--- config.mk ---
export PLATFORM = sky130hd
export DESIGN_NAME = pc_control_unit
export DESIGN_NICKNAME = d
export VERILOG_FILES = /design/src/rtl/pcu_pkg.sv /design/src/rtl/pcu_next_pc.sv /design/src/rtl/pc_control_unit.sv
export SDC_FILE = /design/constraint.sdc
export NUM_CORES = 1
export LEC_CHECK = 0
export CAP_MARGIN = 5
export CELL_PAD_IN_SITES_DETAIL_PLACEMENT = 2
export CELL_PAD_IN_SITES_GLOBAL_PLACEMENT = 2
export CORE_ASPECT_RATIO = 1.2
export CORE_UTILIZATION = 29
export CTS_CLUSTER_DIAMETER = 40
export DETAILED_ROUTE_END_ITERATION = 8
export PLACE_DENSITY_LB_ADDON = 0.1
export SKIP_CTS_REPAIR_TIMING = 1
export SYNTH_ARGS = -nofsm -noshare
export SYNTH_HDL_FRONTEND = slang
export SYNTH_SLANG_ARGS = --single-unit
--- constraint.sdc ---
create_clock -name clock -period 6.18 [get_ports clock]
set_clock_uncertainty 0.15 [all_clocks]
set_input_delay 1.236 -clock clock [delete_from_list [all_inputs] [get_ports clock]]
set_output_delay 1.236 -clock clock [all_outputs]
set_load 0.05 [all_outputs]
--- src/rtl/pcu_pkg.sv ---
// Shared definitions for the PC control unit: opcodes, link/status register
// numbers and the fetch FSM state type.
package pcu_pkg;

    localparam logic [4:0] OP_J    = 5'b00001;
    localparam logic [4:0] OP_BNE  = 5'b00010;
    localparam logic [4:0] OP_JAL  = 5'b00011;
    localparam logic [4:0] OP_JR   = 5'b00100;
    localparam logic [4:0] OP_BLT  = 5'b00110;
    localparam logic [4:0] OP_SETX = 5'b10101;
    localparam logic [4:0] OP_BEX  = 5'b10110;

    localparam logic [4:0] REG_LINK   = 5'd31;
    localparam logic [4:0] REG_STATUS = 5'd30;

    typedef enum logic [1:0] {
        StBoot = 2'd0,
        StRun  = 2'd1,
        StHalt = 2'd2
    } pcu_state_e;

    // Opcode field of an instruction word
    function automatic logic [4:0] get_opcode(input logic [31:0] instr);
        return instr[31:27];
    endfunction

endpackage

--- src/rtl/pcu_next_pc.sv ---
// Combinational next-PC selection for j/jal/jr/bne/blt/bex; everything else
// falls through to PC+1. Also reports whether the flow left the sequential path.
module pcu_next_pc #(
    parameter int unsigned PC_W = 32
) (
    input  logic [PC_W-1:0] i_pc,
    input  logic [31:0]     i_instr,
    input  logic [31:0]     i_rega,
    input  logic            i_cmp_ne,
    input  logic            i_cmp_lt,
    output logic [PC_W-1:0] o_next_pc,
    output logic [PC_W-1:0] o_pc_inc,
    output logic            o_taken
);
    import pcu_pkg::*;

    logic [4:0]      w_opcode;
    logic [PC_W-1:0] w_target;
    logic [PC_W-1:0] w_offset;
    logic [PC_W-1:0] w_branch;

    assign w_opcode = get_opcode(i_instr);
    assign w_target = PC_W'({5'b0, i_instr[26:0]});
    // Sign-extend the 17-bit immediate to the PC width
    assign w_offset = PC_W'($signed(i_instr[16:0]));
    assign o_pc_inc = i_pc + PC_W'(1);
    assign w_branch = o_pc_inc + w_offset;

    // Pick the next PC from the decoded opcode
    always_comb begin
        o_next_pc = o_pc_inc;
        case (w_opcode)
            OP_J, OP_JAL: o_next_pc = w_target;
            OP_JR:        o_next_pc = PC_W'(i_rega);
            OP_BNE:       o_next_pc = i_cmp_ne ? w_branch : o_pc_inc;
            OP_BLT:       o_next_pc = i_cmp_lt ? w_branch : o_pc_inc;
            OP_BEX:       o_next_pc = (i_rega != 32'd0) ? w_target : o_pc_inc;
            default:      o_next_pc = o_pc_inc;
        endcase
    end

    assign o_taken = (o_next_pc != o_pc_inc);

endmodule

--- src/rtl/pc_control_unit.sv ---
// Fetch-side control-flow engine: owns the PC, runs the BOOT/RUN/HALT FSM and
// drives the r31 link / r30 status writes.
// Optional feature macro: PCU_PERF_CNT_EN adds saturating retired/taken counters.
module pc_control_unit #(
    parameter int unsigned    PC_W     = 32,
    parameter int unsigned    IMEM_AW  = 12,
    parameter logic [PC_W-1:0] RESET_PC = '0
) (
    input  logic               clock,
    input  logic               reset,
    input  logic [31:0]        q_imem,
    input  logic               stall,
    input  logic [31:0]        data_readRegA,
    input  logic               cmp_ne,
    input  logic               cmp_lt,
    output logic [IMEM_AW-1:0] address_imem,
    output logic [4:0]         ctrl_readRegA,
    output logic               cf_we,
    output logic [4:0]         cf_wreg,
    output logic [31:0]        cf_wdata,
    output logic               halted,
    output logic [PC_W-1:0]    pc_full
`ifdef PCU_PERF_CNT_EN
    ,
    output logic [31:0]        retired_cnt,
    output logic [31:0]        taken_cnt
`endif
);
    import pcu_pkg::*;

    pcu_state_e      r_state;
    pcu_state_e      w_state_next;
    logic [PC_W-1:0] r_pc;
    logic [PC_W-1:0] w_next_pc;
    logic [PC_W-1:0] w_pc_inc;
    logic            w_taken;
    logic [4:0]      w_opcode;
    logic            w_active;
    logic            w_halt_hit;

    assign w_opcode = get_opcode(q_imem);
    // An instruction only takes effect in RUN without a stall
    assign w_active = (r_state == StRun) && !stall;
    // A j onto its own address is the program's halt idiom
    assign w_halt_hit = w_active && (w_opcode == OP_J) &&
                        (PC_W'({5'b0, q_imem[26:0]}) == r_pc);

    pcu_next_pc #(
        .PC_W (PC_W)
    ) u_next_pc (
        .i_pc      (r_pc),
        .i_instr   (q_imem),
        .i_rega    (data_readRegA),
        .i_cmp_ne  (cmp_ne),
        .i_cmp_lt  (cmp_lt),
        .o_next_pc (w_next_pc),
        .o_pc_inc  (w_pc_inc),
        .o_taken   (w_taken)
    );

    // FSM state register
    always_ff @(posedge clock or posedge reset) begin
        if (reset) begin
            r_state <= StBoot;
        end else begin
            r_state <= w_state_next;
        end
    end

    // FSM next state: BOOT spends one cycle covering imem read latency
    always_comb begin
        w_state_next = r_state;
        case (r_state)
            StBoot:  w_state_next = StRun;
            StRun:   w_state_next = w_halt_hit ? StHalt : StRun;
            StHalt:  w_state_next = StHalt;
            default: w_state_next = StBoot;
        endcase
    end

    // PC register: advances only on an active cycle, frozen otherwise
    always_ff @(posedge clock or posedge reset) begin
        if (reset) begin
            r_pc <= RESET_PC;
        end else if (w_active) begin
            r_pc <= w_next_pc;
        end
    end

    // FSM outputs: link/status writes are gated by the active condition
    always_comb begin
        cf_we    = 1'b0;
        cf_wreg  = 5'd0;
        cf_wdata = 32'd0;
        if (w_active && (w_opcode == OP_JAL)) begin
            cf_we    = 1'b1;
            cf_wreg  = REG_LINK;
            cf_wdata = 32'(w_pc_inc);
        end else if (w_active && (w_opcode == OP_SETX)) begin
            cf_we    = 1'b1;
            cf_wreg  = REG_STATUS;
            cf_wdata = {5'b0, q_imem[26:0]};
        end
        halted = (r_state == StHalt);
    end

    assign ctrl_readRegA = (w_opcode == OP_BEX) ? REG_STATUS : q_imem[26:22];
    assign address_imem  = r_pc[IMEM_AW-1:0];
    assign pc_full       = r_pc;

`ifdef PCU_PERF_CNT_EN
    logic [31:0] r_retired;
    logic [31:0] r_taken;

    // Saturating counters of executed instructions and non-sequential flow
    always_ff @(posedge clock or posedge reset) begin
        if (reset) begin
            r_retired <= 32'd0;
            r_taken   <= 32'd0;
        end else if (w_active) begin
            if (r_retired != '1) begin
                r_retired <= r_retired + 32'd1;
            end
            if (w_taken && (r_taken != '1)) begin
                r_taken <= r_taken + 32'd1;
            end
        end
    end

    assign retired_cnt = r_retired;
    assign taken_cnt   = r_taken;
`endif

endmodule

==> run metrics <==
status=finished, violations left; failing checks=DRC; Avg WL per Cell=26.19 um; Clock Latency Late Sink=0.30 ns; Worst Setup Path Type=in -> out; Layout area overhead=40.81%; Final Cycle Share=0.8670; Ys Warns=0; row count=53; CTS tree=built; min Tclk post-route=5.358 ns; minimum hold slack=0.4279 ns; H-tree lvl count=2; cells after synthesis=716; Worst Tran Pin Value=1.255 ns; layout cell share with drive strength beyond 1=0.08753; setup TNS=0 ns; Detailed Routing Iterations Pass 1=6; global-route track usage on met2=0.5522; vias in the first global route=7035; fmax=0.1866 GHz; CP top delay family=buffers and inverters; endpoints failing hold=0; Die W=125.6 um; initial antenna violation count=0; VDD IR max=0.08452 mV; Seq/Total Area, Yosys=0.1602; RSZ-0062 raised after global routing=no; Final ANT Viol Nets=0; # clock sinks=34; Place WS=0.8299 ns; gr busiest metal=met2; Worst Path Max Fanout=7; ys flop type=dfrtp_1; syn nets=822; DR iter-0 viols=347; Final setup viols=0; vias per cell=6.036; total CTS buffers=5; gr usage total=0.2961; maximum root-to-sink buffer count=2; core area=17710 um^2; Root Buffer=clkbuf_16; via count=6368; drt drc=26; worst r2r src=pc_full[1]; Crit-path slowest cell=clkdlybuf4s50_1; final net count=940; Setup crit start kind=primary input; FFs w/ async S/R, synth=1.000; mapped cell area=5313 um^2; grt ovf=0; cell with the most instances on the worst path=clkdlybuf4s50_1; input/output buffers=156; number of synthesized flops with an enable pin=0; clk slew on worst S/H paths=0.06 ns; worst min path class=reg -> reg; syn avg cell area=7.420 um^2; Finished Cell Area=7481 um^2; full die area=18870 um^2; largest area contributor in the netlist=dfrtp_1; hold wc startpoint=r_state[0]; Fill cells=1990; HPWL after DPL=21.22 mm; DP Area=7346 um^2; CP Capture Type=output pin; Yosys cell types=66; max-cap violations=0; Buf/Inv on CP=2; Critical Path RT=4.79 ns; Cell Chain, Critical Path=clkdlybuf4s50_1 -> nor2b_1 -> nand3_1 -> nor2_1 -> or2_2 -> clkdlybuf4s50_1; largest net degree at the start of global routing=45; final RePlAce weighted congestion=0.8812; GR Util met1=0.3468; Starting Density=0.3000; crit path from=q_imem[28]; Synth area leaders=dfrtp_1, ha_1, xnor2_1; total leakage power=0.003036 uW; first-pass GRT wire length=42.41 mm; met3 Use GR=0.03305; total power draw=664.0 uW; synthesized flop and latch total=34; fin. max-slew vios=0; die height=150.3 um; Final WS setup=0.8220 ns; Crit path largest cell delay=0.81 ns; aggregate routed wire length=27.63 mm; area share of the leading cell type in the synthesized netlist=0.1602; Relative slew margins=0.1615; # IOs=157; WP data arrival=3.97 ns; P per Cell Area=88.76 nW/um^2
[sequential cells by signal, indices dropped and copies added, names as in the netlist]
name / count
pc_full: 32
r_state: 2
[placed cells by master (no fill, tap or decap), types with 20 or more instances in the layout]
cell type / count
a221oi_1: 20
o21ai_0: 42
a21oi_1: 50
nand2_1: 65
buf_12: 38
xor2_1: 23
clkdlybuf4s50_1: 118
ha_1: 36
dfrtp_1: 34
nand3_1: 22
nor2_1: 55
xnor2_1: 50
inv_1: 32
[metrics by stage]
stage / std cells / utilization
after floorplan: 716 / -
after global placement: 1047 / 0.4149
after detailed placement: 1047 / 0.4149
after CTS: 1054 / 0.4224
after global routing: 1054 / 0.4224
final: 1055 / 0.4225
[cells in the mapped netlist, drive strengths merged, types with 7 or more instances]
| master | instances |
|---|---|
| o221ai | 7 |
| a211oi | 12 |
| xor2 | 23 |
| nor2b | 9 |
| a21o | 8 |
| nor2 | 56 |
| inv | 32 |
| nor4 | 17 |
| a21oi | 50 |
| a22o | 15 |
| or2 | 7 |
| clkbuf | 29 |
| and3 | 17 |
| nand2 | 65 |
| ha | 36 |
| nand3 | 23 |
| a221o | 10 |
| o21ai | 44 |
| xnor2 | 51 |
| o21a | 17 |
| dfrtp | 34 |
| a221oi | 20 |
| buf | 26 |
| nor3 | 18 |
| nand4 | 17 |
[kinds of logic after synthesis]
logic type	share of synthesized area
AND/OR/NAND/NOR	0.2553
AO/OA/AOI/OAI	0.2935
buffers and inverters	0.07536
XOR/XNOR	0.1234
adder cells (fa/ha/maj)	0.08855
flip-flops	0.1602
multiplexers	0.003768
[worst paths after layout]
check	endpoint	slack (ns)	cells after the start
worst max-delay path	ctrl_readRegA[2]	0.82	6
worst min-delay path	r_state[1]	0.43	1
worst max register to register	pc_full[31]	1.27	14
worst min register to register	r_state[1]	0.43	1
max in group asynchronous	pc_full[19]	4.22	3
min in group asynchronous	pc_full[1]	1.25	3
[report_power, final]
| group | switching (uW) | internal (uW) | leakage [uW] |
|---|---|---|---|
| clock | 120 | 148 | 0.0000640 |
| combinational | 99.8 | 73.5 | 0.00251 |
| sequential | 0 | 223 | 0.000465 |
| total | 220 | 444 | 0.00304 |
[worst reg2reg max path, stage by stage, from the launching register on]
cell and delay [ns]:
dfrtp_1 0.56, ha_1 0.43, nand4_1 0.49, inv_1 0.28
and3_1 0.23, xor2_1 0.28, ha_1 0.35, and2_1 0.20
a222oi_1 0.47, o22ai_1 0.27, nor3_1 0.22, a21oi_1 0.13
o41ai_1 0.42, o21ai_1 0.14, o22a_1 0.19
[metal layers]
layer | up-vias | wire [um]
met4 | 0 | 771
met2 | 193 | 14350
met1 | 3248 | 11510
li1 | 2877 | -
met5 | - | 0
met3 | 50 | 1000
[layout make-up]
| cell class | instances | area (um^2) | area share |
|---|---|---|---|
| inverter | 32 | 120.1 | 0.01606 |
| multi-input combinational | 595 | 4083 | 0.5457 |
| clock buffer | 7 | 132.6 | 0.01773 |
| tap | 220 | 275.3 | 0.03680 |
| timing repair buffer | 166 | 2017 | 0.2696 |
| sequential | 34 | 850.8 | 0.1137 |
| antenna | 1 | 2.502 | 0.0003345 |
Note: power is estimated with default switching activity, not from simulation.
